`config.mk`:
```
export PLATFORM = sky130hd
export DESIGN_NAME = mmio_port
export DESIGN_NICKNAME = d
export VERILOG_FILES = /design/src/rtl/mmio_port.sv
export SDC_FILE = /design/constraint.sdc
export NUM_CORES = 1
export LEC_CHECK = 0
export CAP_MARGIN = 20
export CELL_PAD_IN_SITES_DETAIL_PLACEMENT = 1
export CELL_PAD_IN_SITES_GLOBAL_PLACEMENT = 1
export CORE_ASPECT_RATIO = 1.25
export CORE_MARGIN = 8
export CORE_UTILIZATION = 26
export DETAILED_ROUTE_END_ITERATION = 7
export MAX_ROUTING_LAYER = met4
export PLACE_DENSITY = 0.95
export SYNTH_ARGS = -nofsm -noshare
export SYNTH_HDL_FRONTEND = slang
export SYNTH_SLANG_ARGS = --single-unit
```
`constraint.sdc`:
```
create_clock -name clk -period 4.4 [get_ports clk]
set_input_delay 0.44 -clock clk [delete_from_list [all_inputs] [get_ports clk]]
set_output_delay 0.44 -clock clk [all_outputs]
set_load 0.01 [all_outputs]
```
`src/rtl/mmio_port.sv`:
```
// Memory-mapped LED/switch port: LED register, debounced switch register and
// optional switch rising-edge capture (enabled by defining MMIO_EDGE_CAPTURE_EN).
module mmio_port #(
  parameter logic [63:0] BASE_ADDR       = 64'h0000_0000_0000_0100,
  parameter int unsigned DEBOUNCE_CYCLES = 16
) (
  input  logic        clk,
  input  logic        rst_n,
  input  logic [63:0] Address,
  input  logic [63:0] Datawr,
  input  logic        MemWr,
  input  logic        MemRd,
  input  logic [7:0]  sch,
  output logic        io_sel,
  output logic [63:0] DM_io,
  output logic [7:0]  led
);

  localparam int unsigned CNT_W = 16;
  localparam int unsigned REG_W = 8;
  localparam logic [CNT_W-1:0] CNT_MAX = CNT_W'(DEBOUNCE_CYCLES - 1);

  localparam logic [1:0] OFF_LED  = 2'd0;
  localparam logic [1:0] OFF_SW   = 2'd1;
  localparam logic [1:0] OFF_EDGE = 2'd2;

  logic [1:0]       offset;
  logic             wr_led;
  logic             sw_load;
  logic [REG_W-1:0] led_reg;
  logic [REG_W-1:0] sw_reg;
  logic [REG_W-1:0] sync1;
  logic [REG_W-1:0] sync2;
  logic [REG_W-1:0] candidate;
  logic [CNT_W-1:0] cnt;
  logic [REG_W-1:0] edge_val;
  logic [REG_W-1:0] rd_data;
  logic             unused_bits;

  assign offset      = Address[4:3];
  assign io_sel      = (Address[63:5] == BASE_ADDR[63:5]);
  assign wr_led      = MemWr && io_sel && (offset == OFF_LED);
  assign sw_load     = (sync2 == candidate) && (cnt == CNT_MAX);
  assign led         = led_reg;
  assign unused_bits = ^{Address[2:0], Datawr[63:8]};

  // Synchronizer, debounce counter and LED register
  always_ff @(posedge clk or negedge rst_n) begin
    if (!rst_n) begin
      sync1     <= '0;
      sync2     <= '0;
      candidate <= '0;
      cnt       <= '0;
      sw_reg    <= '0;
      led_reg   <= '0;
    end else begin
      sync1 <= sch;
      sync2 <= sync1;
      if (sync2 != candidate) begin
        candidate <= sync2;
        cnt       <= '0;
      end else if (cnt == CNT_MAX) begin
        sw_reg <= candidate;
      end else begin
        cnt <= cnt + CNT_W'(1);
      end
      if (wr_led) begin
        led_reg <= Datawr[REG_W-1:0];
      end
    end
  end

`ifdef MMIO_EDGE_CAPTURE_EN
  logic             wr_edge;
  logic [REG_W-1:0] edge_reg;
  logic [REG_W-1:0] edge_set;
  logic [REG_W-1:0] edge_clr;

  assign wr_edge  = MemWr && io_sel && (offset == OFF_EDGE);
  assign edge_set = sw_load ? (candidate & ~sw_reg) : '0;
  assign edge_clr = wr_edge ? Datawr[REG_W-1:0] : '0;
  assign edge_val = edge_reg;

  // Set wins over a simultaneous write-one-to-clear
  always_ff @(posedge clk or negedge rst_n) begin
    if (!rst_n) begin
      edge_reg <= '0;
    end else begin
      edge_reg <= (edge_reg & ~edge_clr) | edge_set;
    end
  end
`else
  assign edge_val = '0;
`endif

  // Load data mux; reads see the pre-write register contents
  always_comb begin
    rd_data = '0;
    if (MemRd && io_sel) begin
      case (offset)
        OFF_LED:  rd_data = led_reg;
        OFF_SW:   rd_data = sw_reg;
        OFF_EDGE: rd_data = edge_val;
        default:  rd_data = '0;
      endcase
    end
    DM_io = {56'd0, rd_data};
  end

endmodule

```
==> out/results.md <==
Clocking
* **number of buffers added by the clock tree synthesis step** 5
* **PostCTS Resize Cnt** 0
* **number of buffers on the longest clock path** 2
* **buffer type at the clock tree root** sky130_fd_sc_hd__clkbuf_16
* **CTS HTree Levels** 2
* **post-CTS setup-driven buffer insertion count** 0
* **post-cts hold buffer count** 0
* **clock tree from TritonCTS** built
* **Clock Latency Late Sink** 0.29 ns
* **# clock sinks** 56
* **CTS clock-pin slew for the worst setup and hold paths** 0.06 ns

Floorplanning
* **area of the placeable core** 0.0106 mm2
* **I/O pin total** 213
* **effective utilization at floorplan** 26.5%
* **overall die height** 132 um
* **full die area** 0.0144 mm2
* **Chip Width** 109 um
* **floorplan row count** 42

Timing
* **worst max-slew margin expressed relative to the limit** 54.2%
* **transition time at the pin with the least slew margin** 0.687 ns
* **final setup fails** 0
* **period utilisation layout** 74.3%
* **final clock skew** 0.00464 ns
* **Peak Freq** 0.306 GHz
* **unrepaired setup endpoints after global routing** false
* **Setup Total Neg Slack** 0 ns
* **number of pins exceeding their max-slew limit in the final report** 0
* **shortest period the worst path allows** 3.27 ns
* **PnR worst setup slack** 1.13 ns
* **number of hold-slack violations in the final timing report** 0

Cells and area
* **most flop-heavy register** cnt
* **final standard cell utilization of the core** 36.3%
* **ratio of cells with drive above 1 in the final layout** 7.91%
* **area used by multi-input combinational logic** 0.00114 mm2
* **flip-flop count of the largest register after layout** 16
* **Seq. cell area** 0.00140 mm2
* **count of antenna diodes in the layout** 0
* **# nets final** 494
* **filler cell count in the final layout** 1178
* **signed area change from the synthesized netlist to the final layout** 36.9%
* **number of cells in the finished layout apart from fillers** 486

GRT
* **remaining global-route overflow** 0
* **number of global-route vias before repair** 2365
* **pin count of the biggest net entering global routing** 57
* **global-route wire length before repair** 12700 um
* **overall global routing resource usage** 11.6%
* **number of antenna violations at the first check in global routing** 0

Routing
* **number of detailed-routing iterations run before antenna repair** 4
* **wire length after detailed routing** 8290 um
* **detailed-route DRC error count** 0
* **remaining number of nets flagged by the antenna check after routing** 0
* **count of vias placed by the detailed router** 2080
* **vias per inst** 4.28
* **1st-iter DRT viols** 107
* **routed length per placed instance** 17.0 um

Critical path
* **capture point of the worst reg-to-reg path** sw_reg[1]
* **nature of the critical path endpoint** output pin
* **arrival time reported for the critical path endpoint** 2.83 ns
* **worst-case register-to-register setup slack** 1.91 ns
* **maximum fanout encountered on the critical timing path** 8
* **Crit Path Class** input port to output pin
* **worst reg2reg path depth** 5
* **FF-to-FF Start** candidate[5]
* **data required time of the worst path** 3.96 ns
* **type of element launching the critical path** input port

Run status
* **outcome** finished, final reports clean

Logic synthesis
* **FFs w/ async S/R, synth** 100%
* **Mapped Avg Cell Area** 10.8 um2
* **number of enable flip-flop cells after synthesis** 0
* **number of flip-flops and latches in the synthesized netlist** 56
* **synthesized instance count** 259
* **leading cell types by total area after synthesis** sky130_fd_sc_hd__dfrtp_1 50%, sky130_fd_sc_hd__buf_4 15%, sky130_fd_sc_hd__mux2_2 6.4%
* **cell type with the highest aggregate area in the netlist** sky130_fd_sc_hd__dfrtp_1
* **dominant synthesized flop cell** sky130_fd_sc_hd__dfrtp_1
* **sequential element share of the synthesized area** 50.0%
* **portion of synthesized cell area occupied by the leading cell type** 50.0%
* **most common library cells after synthesis** 56 x sky130_fd_sc_hd__buf_4, 56 x sky130_fd_sc_hd__dfrtp_1, 25 x sky130_fd_sc_hd__nor2_1
* **count of cell types in the netlist** 26
* **number of warnings printed during yosys synthesis** 0
* **total standard cell area after synthesis** 0.00280 mm2

Job
* **maximum capacitance violations** 0

Worst hold path
* **type of the tightest min-delay check** input port to async pin

Placed design
* **dpl ws** 0.972 ns
* **number of port buffers** 97
* **HPWL Detailed** 7020 um
* **total instance count after detailed placement** 478
* **RePlAce Congestion** 0.760

Power
* **overall power** 1.04 mW
* **maximum resistive drop on vdd** 0.182 mV
* **Power per Cell Area** 272 mW/mm2
* **leakage power total** 1.65 nW

worst max-delay path, stage by stage:
cell and delay, ns:
sky130_fd_sc_hd__clkdlybuf4s50_1 0.42, sky130_fd_sc_hd__nor4_1 0.32, sky130_fd_sc_hd__nand4_1 0.27, sky130_fd_sc_hd__nor4_1 0.30, sky130_fd_sc_hd__nand2_1 0.26, sky130_fd_sc_hd__nor2_1 0.23, sky130_fd_sc_hd__clkdlybuf4s50_1 0.58
routing by layer:
| layer | global-route usage (%) | vias to the layer above | wire length (um) | part of all wire [%] |
|---|---|---|---|---|
| met2 | 21.2 | 120 | 4320 | 52 |
| li1 | - | 951 | - | - |
| met4 | 4.12 | 0 | 193 | 2.3 |
| met3 | 4.40 | 13 | 1060 | 13 |
| met5 | - | - | 0 | 0 |
| met1 | 10.6 | 996 | 2710 | 33 |
cell families (layout without fill, tap and decap cells):
family | after synthesis | after routing | share of synthesized area [%]
xor+xnor | 20 | 20 | 6.25
buf+inv | 69 | 109 | 16.7
compound gates | 5 | 5 | 0.893
simple gates | 82 | 82 | 15.9
flops | 56 | 56 | 50.0
other cells | 1 | 56 | 0.134
fa+ha+maj | 1 | 1 | 0.446
mux | 25 | 25 | 9.64
power breakdown:
group	internal [mW]	total [mW]	switching (mW)
clock network	0.227	0.390	0.163
registers	0.526	0.533	0.00657
logic	0.0690	0.122	0.0527
cells in the final DEF (no fill, tap or decap), drive strengths merged, types with 2 or more instances in the layout:
cell and instances:
clkdlybuf4s50 96, conb 56, dfrtp 56, nor2 26, nor4 21, mux2 16
xor2 12, nand2 9, mux2i 9, xnor2 8, clkbuf 8, nand3 7
nand4 6, nor3 5, inv 3, a21oi 3, and3 2, o21ai 2
or3 2, nand4b 2, buf 2
metrics by stage:
step / hold WS [ns] / instance area (um2)
global placement: 0.337 / 3690
detailed placement: 0.336 / 3690
finish: 0.270 / 3840
floorplan: 0.144 / 3010
global route: 0.341 / 3840
CTS: 0.300 / 3840
worst max-delay path by stage:
stage                     start        to  slack (ns)
floorplan           Address[10]  DM_io[0]        2.42
global placement    Address[58]  DM_io[6]        0.97
detailed placement  Address[58]  DM_io[6]        0.97
CTS                 Address[58]  DM_io[6]        0.98
global route        Address[58]  DM_io[6]        0.82
finish              Address[58]  DM_io[6]        1.13
layout make-up:
cell class,count,area share [%]
clock buffer,8,3.82
inverter,3,0.294
multi-input combinational,189,29.7
sequential,56,36.5
tap,132,4.31
timing repair buffer,98,25.4
Power figures use the tool's default switching activity.
